### config.mk
export PLATFORM = sky130hd
export DESIGN_NAME = decode_stage_n
export DESIGN_NICKNAME = d
export VERILOG_FILES = /design/src/rtl/decode_stage_n.sv
export SDC_FILE = /design/constraint.sdc
export NUM_CORES = 1
export LEC_CHECK = 0
export ABC_CLOCK_PERIOD_IN_PS = 4600
export CAP_MARGIN = 0
export CORE_MARGIN = 8
export CORE_UTILIZATION = 43
export CTS_CLUSTER_DIAMETER = 30
export DETAILED_ROUTE_END_ITERATION = 8
export PLACE_DENSITY = 0.81
export SLEW_MARGIN = 10
export SYNTH_ARGS = -nofsm -noshare
export SYNTH_HDL_FRONTEND = slang
export SYNTH_SLANG_ARGS = --single-unit
### constraint.sdc
create_clock -name clock_i -period 4.6 [get_ports clock_i]
set_input_delay 0.46 -clock clock_i [delete_from_list [all_inputs] [get_ports clock_i]]
set_output_delay 0.46 -clock clock_i [all_outputs]
set_load 0.02 [all_outputs]
### src/rtl/decode_stage_n.sv
`default_nettype none
// +----------------------------------------------------------------------------+
// | decode_stage_n : N-lane decode with taken-lane masking, bogus-taken        |
// |                  redirect and a valid/ready output pipeline register.      |
// | Revision: 1.0                                                              |
// +----------------------------------------------------------------------------+

package decode_pkg;
  localparam int CTRL_BUS = 8;
  localparam int c_cond_branch = 0;
  localparam int c_jal         = 1;
  localparam int c_jalr        = 2;
  localparam int c_load        = 3;
  localparam int c_store       = 4;
  localparam int c_alu         = 5;
  localparam int c_upper       = 6;
  localparam int c_illegal     = 7;
  localparam logic [6:0] c_op_branch = 7'b1100011;
  localparam logic [6:0] c_op_jal    = 7'b1101111;
  localparam logic [6:0] c_op_jalr   = 7'b1100111;
  localparam logic [6:0] c_op_load   = 7'b0000011;
  localparam logic [6:0] c_op_store  = 7'b0100011;
  localparam logic [6:0] c_op_imm    = 7'b0010011;
  localparam logic [6:0] c_op_reg    = 7'b0110011;
  localparam logic [6:0] c_op_lui    = 7'b0110111;
  localparam logic [6:0] c_op_auipc  = 7'b0010111;
endpackage

module decoder #(
  parameter int CTRL_W = decode_pkg::CTRL_BUS
) (
  input  logic [6:0]        opcode_i,
  input  logic [2:0]        funct3_i,
  input  logic              was_fetched_i,
  output logic [CTRL_W-1:0] ctrl_o
);
  import decode_pkg::*;

  always_comb begin
    ctrl_o = '0;
    if (was_fetched_i) begin
      case (opcode_i)
        c_op_branch: begin
          // funct3 010/011 are unassigned branch encodings
          if (funct3_i == 3'b010 || funct3_i == 3'b011) ctrl_o[c_illegal] = 1'b1;
          else                                          ctrl_o[c_cond_branch] = 1'b1;
        end
        c_op_jal:              ctrl_o[c_jal] = 1'b1;
        c_op_jalr: begin
          if (funct3_i == 3'b000) ctrl_o[c_jalr] = 1'b1;
          else                    ctrl_o[c_illegal] = 1'b1;
        end
        c_op_load:             ctrl_o[c_load]  = 1'b1;
        c_op_store:            ctrl_o[c_store] = 1'b1;
        c_op_imm, c_op_reg:    ctrl_o[c_alu]   = 1'b1;
        c_op_lui, c_op_auipc:  ctrl_o[c_upper] = 1'b1;
        default:               ctrl_o[c_illegal] = 1'b1;
      endcase
    end
  end
endmodule

module decode_stage_n #(
  parameter int LANES  = 2,
  parameter int XLEN   = 32,
  parameter int CTRL_W = decode_pkg::CTRL_BUS
) (
  input  logic                    clock_i,
  input  logic                    reset_i,
  input  logic                    flush_i,
  input  logic                    in_valid_i,
  output logic                    in_ready_o,
  input  logic [LANES*XLEN-1:0]   inst_i,
  input  logic [LANES*XLEN-1:0]   pc_i,
  input  logic [LANES-1:0]        pred_taken_i,
  input  logic [LANES-1:0]        fetched_i,
  output logic                    out_valid_o,
  input  logic                    out_ready_i,
  output logic [LANES*XLEN-1:0]   out_inst_o,
  output logic [LANES*XLEN-1:0]   out_pc_o,
  output logic [LANES*CTRL_W-1:0] out_ctrl_o,
  output logic [LANES-1:0]        out_lane_valid_o,
  output logic [LANES-1:0]        out_pred_taken_o,
  output logic                    redirect_o,
  output logic [XLEN-1:0]         redirect_pc_o
);
  import decode_pkg::*;

  logic [LANES*CTRL_W-1:0] w_ctrl;
  logic [LANES-1:0]        w_lane_valid;
  logic [LANES-1:0]        w_pred;
  logic                    w_seen;
  logic                    w_sel_cf;
  logic [XLEN-1:0]         w_sel_pc;
  logic                    w_bogus;
  logic                    w_accept;
  logic [XLEN-1:0]         w_redirect_pc;

  logic                    r_out_valid;
  logic [LANES*XLEN-1:0]   r_inst;
  logic [LANES*XLEN-1:0]   r_pc;
  logic [LANES*CTRL_W-1:0] r_ctrl;
  logic [LANES-1:0]        r_lane_valid;
  logic [LANES-1:0]        r_pred;
  logic                    r_redirect;
  logic [XLEN-1:0]         r_redirect_pc;

  for (genvar g = 0; g < LANES; g++) begin : g_lane
    decoder #(.CTRL_W(CTRL_W)) u_dec (
      .opcode_i      (inst_i[g*XLEN +: 7]),
      .funct3_i      (inst_i[g*XLEN+12 +: 3]),
      .was_fetched_i (fetched_i[g]),
      .ctrl_o        (w_ctrl[g*CTRL_W +: CTRL_W])
    );
  end

  // Walk lanes oldest-first; the first fetched predicted-taken lane ends the bundle.
  always_comb begin
    w_seen       = 1'b0;
    w_sel_cf     = 1'b0;
    w_sel_pc     = '0;
    w_lane_valid = '0;
    w_pred       = '0;
    for (int l = 0; l < LANES; l++) begin
      if (!w_seen) begin
        w_lane_valid[l] = fetched_i[l];
        if (pred_taken_i[l] && fetched_i[l]) begin
          w_seen    = 1'b1;
          w_pred[l] = 1'b1;
          w_sel_pc  = pc_i[l*XLEN +: XLEN];
          w_sel_cf  = w_ctrl[l*CTRL_W + c_cond_branch] | w_ctrl[l*CTRL_W + c_jal]
                    | w_ctrl[l*CTRL_W + c_jalr];
        end
      end
    end
    w_bogus = w_seen && !w_sel_cf;
    if (w_bogus) w_pred = '0;
  end

  assign w_redirect_pc = w_sel_pc + XLEN'(4);
  assign in_ready_o    = !r_out_valid || out_ready_i;
  assign w_accept      = in_valid_i && in_ready_o && !flush_i && !r_redirect;

  always_ff @(posedge clock_i) begin
    if (reset_i) begin
      r_out_valid   <= 1'b0;
      r_inst        <= '0;
      r_pc          <= '0;
      r_ctrl        <= '0;
      r_lane_valid  <= '0;
      r_pred        <= '0;
      r_redirect    <= 1'b0;
      r_redirect_pc <= '0;
    end else begin
      r_redirect <= w_accept && w_bogus;
      if (w_accept && w_bogus) r_redirect_pc <= w_redirect_pc;
      if (flush_i) begin
        r_out_valid  <= 1'b0;
        r_lane_valid <= '0;
      end else if (w_accept) begin
        r_out_valid  <= 1'b1;
        r_inst       <= inst_i;
        r_pc         <= pc_i;
        r_ctrl       <= w_ctrl;
        r_lane_valid <= w_lane_valid;
        r_pred       <= w_pred;
      end else if (out_ready_i) begin
        r_out_valid  <= 1'b0;
      end
    end
  end

  assign out_valid_o      = r_out_valid;
  assign out_inst_o       = r_inst;
  assign out_pc_o         = r_pc;
  assign out_ctrl_o       = r_ctrl;
  assign out_lane_valid_o = r_lane_valid;
  assign out_pred_taken_o = r_pred;
  assign redirect_o       = r_redirect;
  assign redirect_pc_o    = r_redirect_pc;
endmodule
`default_nettype wire

# Word level (Yosys, flattened, before mapping)
# Index checks and enable logic that the tools add are counted.
[classes]
n_mux = 40
bitwise = 5
n_addsub = 1
eq_ne = 22
reduce_logical = 25
[op_table]
columns = ["cell", "count"]
rows = [
  ["32-bit two-way mux", 3],
  ["7-bit by 6-bit == test with 1-bit output, second input constant", 6],
  ["7-bit == test, second input constant", 6],
  ["32-bit by 3-bit adder with 32-bit output, second input constant", 1],
  ["1-bit two-way mux", 32],
  ["7-bit by 5-bit == test with 1-bit output, second input constant", 4],
  ["8-bit two-way mux", 2],
  ["7-bit by 2-bit == test with 1-bit output, second input constant", 2],
  ["7-bit OR reduction", 2],
  ["3-bit by 2-bit == test with 1-bit output, second input constant", 4],
  ["2-bit OR reduction", 5],
  ["1-bit logical AND", 7],
  ["3-bit logical NOT", 2],
  ["1-bit one-hot mux with 3 select lines", 2],
  ["1-bit logical NOT", 4],
  ["1-bit OR", 4],
  ["1-bit logical OR", 3],
  ["2-bit two-way mux", 1],
  ["2-bit AND reduction", 1],
  ["2-bit nonzero test", 1],
  ["1-bit inverter", 1],
]
[word_totals]
ff_bits = 182
inputBits = 137
wordCells = 101
output_inout_bits = 183

# Logic depth before layout (Yosys ltp)
# Gate-level depths: netlist of run 1.
[logic_depth]
ltp_word = 13
depth_mapped = 15
ltp_nobuf = 11

# Hierarchy
# A second synthesis of run 1 with hierarchy kept.
[hier_totals]
hier_cells = 1020
area_unflattened_um2 = 7866.3
[modules_own_cells]
columns = ["mod", "cells_per_inst", "seq_area_each_um2", "area_each_um2", "instances"]
rows = [
  ["decode_stage_n", 970, 3643.5, 7528.5, 1],
  ["decoder (g_lane[0].u_dec)", 24, 0.0, 171.4, 1],
  ["decoder (g_lane[1].u_dec)", 26, 0.0, 166.4, 1],
]

# Least setup slack after synthesis of run 1
# Ideal clock, no wire load.
[synth_path]
path_type = "in2reg"
from = "input port pred_taken_i[0]"
to = "register r_redirect_pc[26], in the netlist redirect_pc_o[26]"
setup_ps = 117
path_stages = 14
setup_slack_ps = 1275
n_path_buf = 4
arrival_ps = 3208
required_time_ps = 4483
path_cell_list = "and2_1 -> buf_6 -> nor2_1 -> clkbuf_8 -> clkbuf_1 -> a22o_1 -> ha_1 -> and4_2 -> a41oi_1 -> a221o_1 -> buf_6 -> nor4_1 -> mux2i_1 -> nand2_1"
[synth_between]
elab_chain_len = 7
word_cells_on_any_way = 13
classes_between = "add/sub: 1; mux: 8; reduce/logical: 4"
[synth_lines]
columns = ["element", "line", "source"]
rows = [
  ["start, declared", "75", "input logic [LANES-1:0] pred_taken_i,"],
  ["1-bit logical AND *", "127", "if (pred_taken_i[l] && fetched_i[l]) begin"],
  ["branches (longest 6 deep; another with 32-bit by 3-bit adder with 32-bit output)", "--", ""],
  ["end signal, assigned", "156", "if (w_accept && w_bogus) r_redirect_pc <= w_redirect_pc;"],
  ["end, declared", "106", "logic [XLEN-1:0] r_redirect_pc;"],
]
# Every way passes the cells marked *.
# A chain may end at the register's enable or synchronous reset.

# Worst setup path after layout of run 1
[layout_path]
from = "input port pred_taken_i[0]"
to = "register r_redirect_pc[30], in the netlist redirect_pc_o[30]"
# Same word-level chain as after synthesis.

==> Implementation_results.wiki, run 1 <==
{| class="wikitable"
! Metric !! Value
|-
| Run status || completed
|-
| Final Wtd Congestion || 0.9267
|-
| Worst-case setup margin in the final layout || 1.047 ns
|-
| Synth Flop Type || dfxtp_1
|-
| Via count of the first global-routing pass || 8194
|-
| Number of antenna violations at the first check in global routing || 1
|-
| Ratio of cells with drive above 1 in the final layout || 0.04732
|-
| DIE HEIGHT || 151.3 um
|-
| Clock root buffer || clkbuf_16
|-
| Slew Viols, Final || 0
|-
| Clock tree from TritonCTS || yes
|-
| Worst slack at placement || 0.6656 ns
|-
| Amount of wire on met3 after detailed routing || 3.732 mm
|-
| Highest metal layer with signal wires || met4
|-
| Starting density of the core || 0.4383
|-
| Final wirelength || a little over 30 mm
|-
| Sinks on the clock net || 182
|-
| Overflow after GRT || 0
|-
| Vias/cell || between 5 and 6
|-
| Overall routing resource usage || 0.2569
|-
| Average wire per standard cell || 20.15 um
|-
| Hold-fix buffers, CTS || 0
|-
| Later-pin clock latency in the skew report || 0.43 ns
|-
| #FFs+latches synth || 182
|-
| Clock transition at the register clock pins on the worst setup and hold paths after CTS || 0.07 ns
|-
| Final nets || 1415
|-
| Worst Setup Start Kind || input port
|-
| Arrival @ worst endpoint || 3.87 ns
|-
| Switching share of total power || 0.2623
|-
| Post-synthesis to final-layout area growth || 49.67%
|-
| Port Buffer Count || roughly 320
|-
| Leakage Power || about 4.1 nW
|-
| # Max-Cap Violations || 0
|-
| Async SR Flop Fraction || 0
|-
| Maximum number of pins on one net before global-route repair || between 100 and 150
|-
| Total power density per cell area || about 330 nW/um2
|-
| Reg-to-reg critical path endpoint || redirect_pc_o[31]
|-
| Worst-case vdd ir drop || 0.2627 mV
|-
| Worst-case hold slack || 0.4545 ns
|-
| Part of the total power dissipated in sequential elements || 0.423
|-
| Worst min-delay path class || flip-flop to flip-flop
|-
| Number of setup violations in the final report || 0
|-
| Met1 Routed Length || 11.89 mm
|-
| Number of nets with antenna violations after detailed routing || 0
|-
| # H-tree levels || 4
|-
| Endpoint type of the worst setup path || flip-flop
|-
| Endpoint with the worst hold slack || out_inst_o[26]
|-
| Number of buffers on the longest clock path || 2
|-
| First-pass GRT wire length || approximately 46 mm
|-
| Sum Neg Setup Slack || 0 ns
|-
| Number of non-filler instances in the completed layout || approximately 1500
|-
| Maximum fanout count along the critical path || 12
|-
| Total of warnings raised by yosys || 0
|-
| Met2 wire length || 14.12 mm
|-
| Num ports || 320
|-
| Gate power share || 0.161
|-
| # fillers || 1533
|-
| Fraction of the yosys area taken by sequential cells || 0.4627
|-
| Slew of the pin with the lowest slew margin || 1.043 ns
|-
| Proportion of power drawn by the clock network || 0.416
|-
| Die area || 22900 um2
|-
| Post-cts gate resize count || 0
|-
| Worst hold stages || 2
|-
| Number of cell instances on the worst register-to-register path || 9
|-
| Mapped Nets || 1138
|-
| Die span in x || around 150 um
|-
| Post-CTS setup repair buffer count || 0
|-
| Number of remaining DRC errors || 0
|-
| Number of flops mapped to enable cells by yosys || 0
|-
| Reg-to-Reg Start || redirect_o
|-
| RSZ-0062 raised after global routing || false
|-
| Final critical-path share of the clock period || 0.7723
|-
| Most common library cell in the layout ignoring fill and taps || clkdlybuf4s50_1
|-
| Cell Rows || 49
|-
| Total via count after detailed routing || 8441
|-
| Fin area || 11790 um2
|-
| Max_slew headroom || 0.3047
|-
| Placed instance count || 1487
|-
| Number of failing hold endpoints at the final stage || 0
|-
| Peak clock frequency supported by timing || around 0.28 GHz
|-
| Initial detailed-routing violation count || 639
|-
| Net switching power of the design || 0.001035 W
|-
| Library cells used by synthesis || 69
|-
| Core region area || between 15000 and 20000 um2
|-
| Min-delay src || out_inst_o[26]
|-
| Category of the most critical setup path || input port to flip-flop
|-
| Netlist Area Pre-Place || 7874 um2
|-
| TritonCTS buffer count || 17
|-
| DPL Wire Length || 22.19 mm
|-
| Synthesized instance count || 1000
|-
| Time the worst path needs with I/O delays and setup || 3.553 ns
|-
| Post-DP Area || about 11000 um2
|-
| DR pass1 iterations || 5
|-
| Required time at the endpoint of the critical path || slightly below 5 ns
|-
| Register-to-register path setup slack || 2.00 ns
|-
| Synthesized area per cell || ~7.9 um2
|-
| Internal power consumption || 0.002911 W
|-
| Commonest cells after routing, fill and taps aside || clkdlybuf4s50_1 (318), nand2_1 (300), dfxtp_1 (182)
|-
| Worst-case clock skew || 0.008128 ns
|}
[flip-flops by register name (all words and copies together), names as in the netlist]
register          cells
redirect_o            1
out_valid_o           1
out_pred_taken_o      2
out_lane_valid_o      2
out_ctrl_o           16
out_pc_o             64
out_inst_o           64
redirect_pc_o        32
[critical path, stage by stage]
cell and delay [ns]:
clkdlybuf4s50_1 0.40, buf_4 0.18, and2_1 0.22, nor2_2 0.39, a22o_1 0.23, ha_1 0.21, and4_2 0.23, a41oi_1 0.06
a221o_1 0.54, nor2_1 0.41, a2111oi_0 0.18, a311o_1 0.36
[cell families (layout without fill, tap and decap cells)]
logic type | Yosys count | count (layout) | share of synthesized area
AOI/OAI and AO/OA | 249 | 249 | 0.1913
buffers and inverters | 81 | 370 | 0.04926
DFF | 182 | 182 | 0.4627
adders and majority gates | 1 | 1 | 0.001589
muxes | 2 | 2 | 0.002543
other | 0 | 1 | 0
xor gates and xnor gates | 16 | 16 | 0.01780
and+or+nand+nor | 469 | 469 | 0.2748
[metal layers]
| layer | GRT usage | vias up |
|---|---|---|
| li1 | - | 4034 |
| met1 | 0.3051 | 3932 |
| met2 | 0.4087 | 411 |
| met3 | 0.1064 | 64 |
| met4 | 0.09253 | 0 |
| met5 | 0 | - |
[Yosys cell counts (all sizes together), types with 5 or more instances]
cell type / n / area [um2]
nand2b: 6 / 37.54
xor2: 10 / 87.58
and3: 8 / 51.30
nand3b: 15 / 112.6
xnor2: 6 / 52.55
inv: 8 / 30.03
nand3: 25 / 125.1
and4: 5 / 45.04
nor2: 32 / 120.1
nor2b: 6 / 37.54
dfxtp: 182 / 3643
nor4: 14 / 108.9
a22oi: 23 / 172.7
nor3: 19 / 95.09
a211oi: 5 / 37.54
o31ai: 5 / 37.54
a2111o: 5 / 56.30
buf: 13 / 72.57
a22o: 7 / 61.31
nand4: 14 / 87.58
nand2: 301 / 1137
o211ai: 7 / 52.55
a21oi: 154 / 770.7
o21ai: 14 / 70.07
clkbuf: 60 / 285.3
or3: 5 / 31.28
[how the worst max path moves through the flow]
stage                          from           endpoint  slack [ns]  depth (start not counted)
global placement    pred_taken_i[0]  redirect_pc_o[30]        0.77                         12
global route        pred_taken_i[0]  redirect_pc_o[30]        0.88                         12
finish              pred_taken_i[0]  redirect_pc_o[30]        1.05                         12
detailed placement  pred_taken_i[0]  redirect_pc_o[30]        0.67                         12
floorplan           pred_taken_i[0]  redirect_pc_o[26]        1.27                         14
CTS                 pred_taken_i[0]  redirect_pc_o[30]        1.11                         12
[final cells by class]
type | instances | area [um2] | share of cell area
clock inverter | 12 | 212.7 | 0.01805
tap | 229 | 286.5 | 0.02431
antenna | 1 | 2.502 | 0.0002123
timing repair buffer | 331 | 3309 | 0.2808
multi-input combinational | 737 | 3857 | 0.3273
sequential | 182 | 3643 | 0.3092
inverter | 8 | 30.03 | 0.002548
clock buffer | 19 | 442.9 | 0.03758
[power groups by stage]
stage | Combinational [W] | Clock [W] | Sequential (W)
2_1_floorplan | 0.000211 | 0 | 0.00178
3_3_place_gp | 0.000624 | 0 | 0.00170
3_5_place_dp | 0.000629 | 0 | 0.00171
4_1_cts | 0.000633 | 0.00166 | 0.00167
5_1_grt | 0.000675 | 0.00173 | 0.00168
6_report | 0.000634 | 0.00164 | 0.00167
[metrics by stage]
stage	total power, W	utilization
global placement	0.002326	0.6194
detailed placement	0.002334	0.6194
global route	0.004085	0.6561
finish	0.003945	0.6561
floorplan	0.001990	-
CTS	0.003965	0.6559
(Power assumes the default switching activity.)
==> run 2, diff against run 1 <==
- ABC_CLOCK_PERIOD_IN_PS: 4600 -> 3600
- clock period: 4.6 -> 3.6 ns (I/O delays scaled with it)
==> Implementation_results.wiki, run 2 (synthesis gave the netlist of run 1 again) <==
{| class="wikitable"
! Metric !! Value
|-
| Final wirelength || 31.06 mm
|-
| Slew of the pin with the lowest slew margin || 1.043 ns
|-
| Initial detailed-routing violation count || 650
|-
| Maximum fanout count along the critical path || 7
|-
| Number of remaining DRC errors || 0
|-
| DR pass1 iterations || 5
|-
| Slew Viols, Final || 0
|-
| Number of antenna violations at the first check in global routing || 1
|-
| Worst-case setup margin in the final layout || 0.6758 ns
|-
| Internal power consumption || 0.003388 W
|-
| Switching share of total power || 0.2863
|-
| Worst-case clock skew || 0.008943 ns
|-
| Leakage Power || 4.111 nW
|-
| Net switching power of the design || 0.001359 W
|-
| Endpoint type of the worst setup path || flip-flop
|-
| Commonest cells after routing, fill and taps aside || clkdlybuf4s50_1 (318), nand2_1 (300), dfxtp_1 (182)
|-
| Gate power share || 0.173
|-
| Final Wtd Congestion || around 0.96
|-
| Final critical-path share of the clock period || 0.8123
|-
| Run status || completed
|-
| Critical Path Stages || 12
|-
| # H-tree levels || 4
|-
| Required time at the endpoint of the critical path || 3.91 ns
|-
| Maximum number of pins on one net before global-route repair || 137
|-
| Total power density per cell area || 403.1 nW/um2
|-
| Hold-fix buffers, CTS || 0
|-
| Number of setup violations in the final report || 0
|-
| DIE HEIGHT || 151.3 um
|-
| Later-pin clock latency in the skew report || approximately 0.43 ns
|-
| Launch point of the worst path || fetched_i[0]
|-
| First-pass GRT wire length || 46.86 mm
|-
| Total via count after detailed routing || 8531
|-
| Max_slew headroom || 0.3017
|-
| Clock tree from TritonCTS || yes
|-
| Min-delay src || reset_i
|-
| Post-cts gate resize count || 0
|-
| Port Buffer Count || ~320
|-
| Delay of the slowest critical-path stage || 0.47 ns
|-
| Peak clock frequency supported by timing || 0.3420 GHz
|-
| Number of cell instances on the worst register-to-register path || 7
|-
| Worst min-delay path class || input port to flip-flop
|-
| Sum Neg Setup Slack || 0 ns
|-
| Worst Setup Start Kind || input port
|-
| Reg-to-Reg Start || redirect_o
|-
| Die span in x || roughly 150 um
|-
| Final nets || 1424
|-
| Arrival @ worst endpoint || 3.24 ns
|-
| Part of the total power dissipated in sequential elements || 0.449
|-
| Diode count || 0
|-
| Post-CTS setup repair buffer count || 0
|-
| Number of failing hold endpoints at the final stage || 0
|-
| DPL Wire Length || about 23 mm
|-
| Clock root buffer || clkbuf_16
|-
| Num ports || between 300 and 400
|-
| Worst slack at placement || 0.2905 ns
|-
| RSZ-0062 raised after global routing || false
|-
| Multi-input logic area || 3857 um2
|-
| Time the worst path needs with I/O delays and setup || 2.924 ns
|-
| Number of buffers on the longest clock path || 2
|-
| Critical-path top delay cell || clkdlybuf4s50_1
|-
| Worst hold stages || 2
|-
| Number of buffers and inverters on the critical path || 2
|-
| Vias/cell || 5.583
|-
| Die area || ~23000 um2
|-
| Proportion of power drawn by the clock network || 0.378
|-
| Overflow after GRT || 0
|-
| Via count of the first global-routing pass || between 8000 and 9000
|-
| Category of the most critical setup path || input port to flip-flop
|-
| Most common library cell in the layout ignoring fill and taps || clkdlybuf4s50_1
|-
| Endpoint with the worst hold slack || out_pc_o[49]
|-
| Critical path, cell by cell || clkdlybuf4s50_1 -> and2_1 -> nor2_2 -> a22o_1 -> ha_1 -> and4_2 -> a41oi_1 -> a221o_1 -> buf_4 -> nor4_1 -> mux2i_1 -> nand2_1
|-
| Combined flip-flop and latch cell area || 3643 um2
|-
| TritonCTS buffer count || 17
|-
| Worst path top cell family by delay || simple AND/OR/NAND/NOR gates
|-
| Clock transition at the register clock pins on the worst setup and hold paths after CTS || 0.07 ns
|-
| Overall routing resource usage || 0.2631
|-
| Core region area || around 18000 um2
|-
| Worst-case vdd ir drop || about 0.33 mV
|-
| Ratio of cells with drive above 1 in the final layout || 0.05466
|-
| # Max-Cap Violations || 0
|-
| Sinks on the clock net || 182
|-
| Cell Rows || just under 50
|-
| Reg-to-reg critical path endpoint || redirect_pc_o[30]
|-
| # fillers || about 1500
|-
| Register-to-register path setup slack || 1.15 ns
|-
| Average wire per standard cell || roughly 20 um
|-
| Post-synthesis to final-layout area growth || 49.55%
|-
| Starting density of the core || 0.4383
|-
| Number of nets with antenna violations after detailed routing || 0
|}
[run 2: cell types whose count changed in the layout (fill, tap and decap cells not counted)]
cell,change
buf_12,+2
buf_4,+7
bufinv_16,-5
clkinv_2,+1
clkinvlp_4,+3
diode_2,-1
inv_8,+2
[run 2: metrics by stage]
stage | instances | cell area (um2) | hold WS [ns] | power (W) | util
global placement | 1496 | 11220 | 0.4393 | 0.002985 | 0.6246
finish | 1528 | 11780 | 0.4242 | 0.004747 | 0.6555
CTS | 1528 | 11780 | 0.4016 | 0.004777 | 0.6555
global route | 1528 | 11780 | 0.4218 | 0.004931 | 0.6555
floorplan | 1000 | 7874 | 0.4385 | 0.002543 | -
detailed placement | 1496 | 11220 | 0.4457 | 0.002994 | 0.6246
[run 2: routing by layer]
metal	GRT usage	up-vias	wire length [um]
met5	0	-	17
met4	0.09302	2	751
met3	0.1099	66	3671
met2	0.4320	433	14530
met1	0.3015	3982	12090
li1	-	4048	-
[run 2: power groups by stage]
stage,Clock [W],Combinational [W],Sequential [W]
2_1_floorplan,0,0.000269,0.00227
3_3_place_gp,0,0.000810,0.00218
3_5_place_dp,0,0.000815,0.00218
4_1_cts,0.00183,0.000819,0.00213
5_1_grt,0.00192,0.000870,0.00214
6_report,0.00180,0.000819,0.00213
[run 2: worst max path at each step]
| stage | end | slack [ns] |
|---|---|---|
| 2_1_floorplan | redirect_pc_o[26] | 0.37 |
| 6_report | redirect_pc_o[26] | 0.68 |
| 3_5_place_dp | redirect_pc_o[26] | 0.29 |
| 5_1_grt | redirect_pc_o[26] | 0.48 |
| 4_1_cts | redirect_pc_o[26] | 0.73 |
| 3_3_place_gp | redirect_pc_o[26] | 0.32 |
[run 2: area by class of cell]
cell class	instances	share of cell area
clock buffers	19	0.03762
repair buffers	340	0.2889
flip-flops and latches	182	0.3094
multi-input cells	737	0.3276
well taps	229	0.02433
inverters	8	0.002550
clock inverters	13	0.009563
==> RTL change (flow settings as in run 1) <==
`LANES`: 2 -> 1.
--- a/src/rtl/decode_stage_n.sv
+++ b/src/rtl/decode_stage_n.sv
@@ -61,7 +61,7 @@
 endmodule
 
 module decode_stage_n #(
-  parameter int LANES  = 2,
+  parameter int LANES  = 1,
   parameter int XLEN   = 32,
   parameter int CTRL_W = decode_pkg::CTRL_BUS
 ) (
Ports: changed (9 resized); port bits go from 320 to 180. The function was not compared with the original's and may differ.
==> RTL change against run 1 <==
Worst hold slack improved by 2.9 ps. Highest routed layer unchanged. Routed wire length fell by 52%. Power decreased by 51%. Sequential cell count shrank 74. Maximum frequency is 19% higher. Critical path type unchanged. Worst setup slack improved by 570 ps. Final area shrank 44%. Synthesized area is 41% lower.
==> RTL change: results (changes against run 1) <==
[clocking]
clock_latency_ps = 360  ; -70 ps
clk_root_buffer_cell = clkbuf_8
cts_buffers = 9  ; -8
htree_levels = 3  ; -1

[global_route]
met2_usage = 0.328  ; -0.0807
use_met3 = 0.0493  ; -0.0570
antenna_found_initial = 0  ; -1
met1_usage = 0.251  ; -0.0539
grt_pass1_wl_mm = 23.6  ; -49%
grt_usage = 0.200  ; -0.0567

[placement]
placed_area_um2 = 6440  ; -42%
portBuffers = 179  ; -44%
dpl_worst_slack_ps = 1270  ; +602 ps
place_congestion = 0.847  ; -8.6%
placed_cells = 851  ; -43%

[logic_synthesis]
synth-compound-area-share = 0.186  ; -0.00550
ys_seq_area_frac = 0.467  ; +0.00467
synth_top_cells_by_area = dfxtp_1 (47%), nand2_1 (12%), a21oi_1 (8.3%)
synthMuxAreaShare = 0.00216  ; -0.000379
synth_xor_area_frac = 0.0435  ; +0.0258
ys_types = 44  ; -36%
synthAdderAreaFrac = 0.00270  ; +0.00112
syn_area_per_cell_um2 = 8.17  ; +3.8%

[power]
p_int_uw = 1420  ; -51%
power.net_switching_uw = 514  ; -50%
pwr-share-clk = 0.318  ; -0.098
irDropWorstVdd_mv = 0.164  ; -37%

[worst_setup_path]
worstPathMaxFanout = 55  ; +43
crit_family = buffers and inverters
crit_arrival_ps = 3240  ; -630 ps
worstSetupStartpoint = fetched_i
r2r-end = redirect_pc_o[27]
cpMaxStageDelayCell = clkdlybuf4s50_1
worstRegToRegCells = 6  ; -3
max_stage_delay_ps = 680  ; +140 ps

[final_layout]
nets = 794  ; -44%

[status]
status = finished, final reports clean

[floorplanning]
die_w_um = 120  ; -21%

[detailed_routing]
met2_length_mm = 7.01  ; -50%
wl_met1_mm = 6.28  ; -47%
route.vias.total = 4554  ; -46%
wl_met3_mm = 1.10  ; -70%

RTL change: cell count changes after synthesis, moves of 14 or more:
cell,change
a211oi_2,+18
a22oi_1,-21
dfxtp_1,-74
nand3b_1,-14
clkbuf_1,-24
a21oi_1,-77
nand2_1,-146
RTL change: area by class of cell:
class,instances,area [um2]
well taps,140,175
clock buffers,9,124
repair buffers,183,1820
clock inverters,4,76.3
inverters,5,18.8
fillers,930,4010
flip-flops and latches,108,2160
multi-input cells,415,2260
RTL change: worst min-delay path by stage:
stage / start / to / slack (ps)
after floorplan: out_pred_taken_o / out_pred_taken_o / 530
after global placement: out_inst_o[29] / out_inst_o[29] / 440
after detailed placement: out_pc_o[2] / out_pc_o[2] / 450
after CTS: out_pc_o[2] / out_pc_o[2] / 460
after global routing: out_inst_o[16] / out_inst_o[16] / 480
final: out_ctrl_o[0] / out_ctrl_o[0] / 460
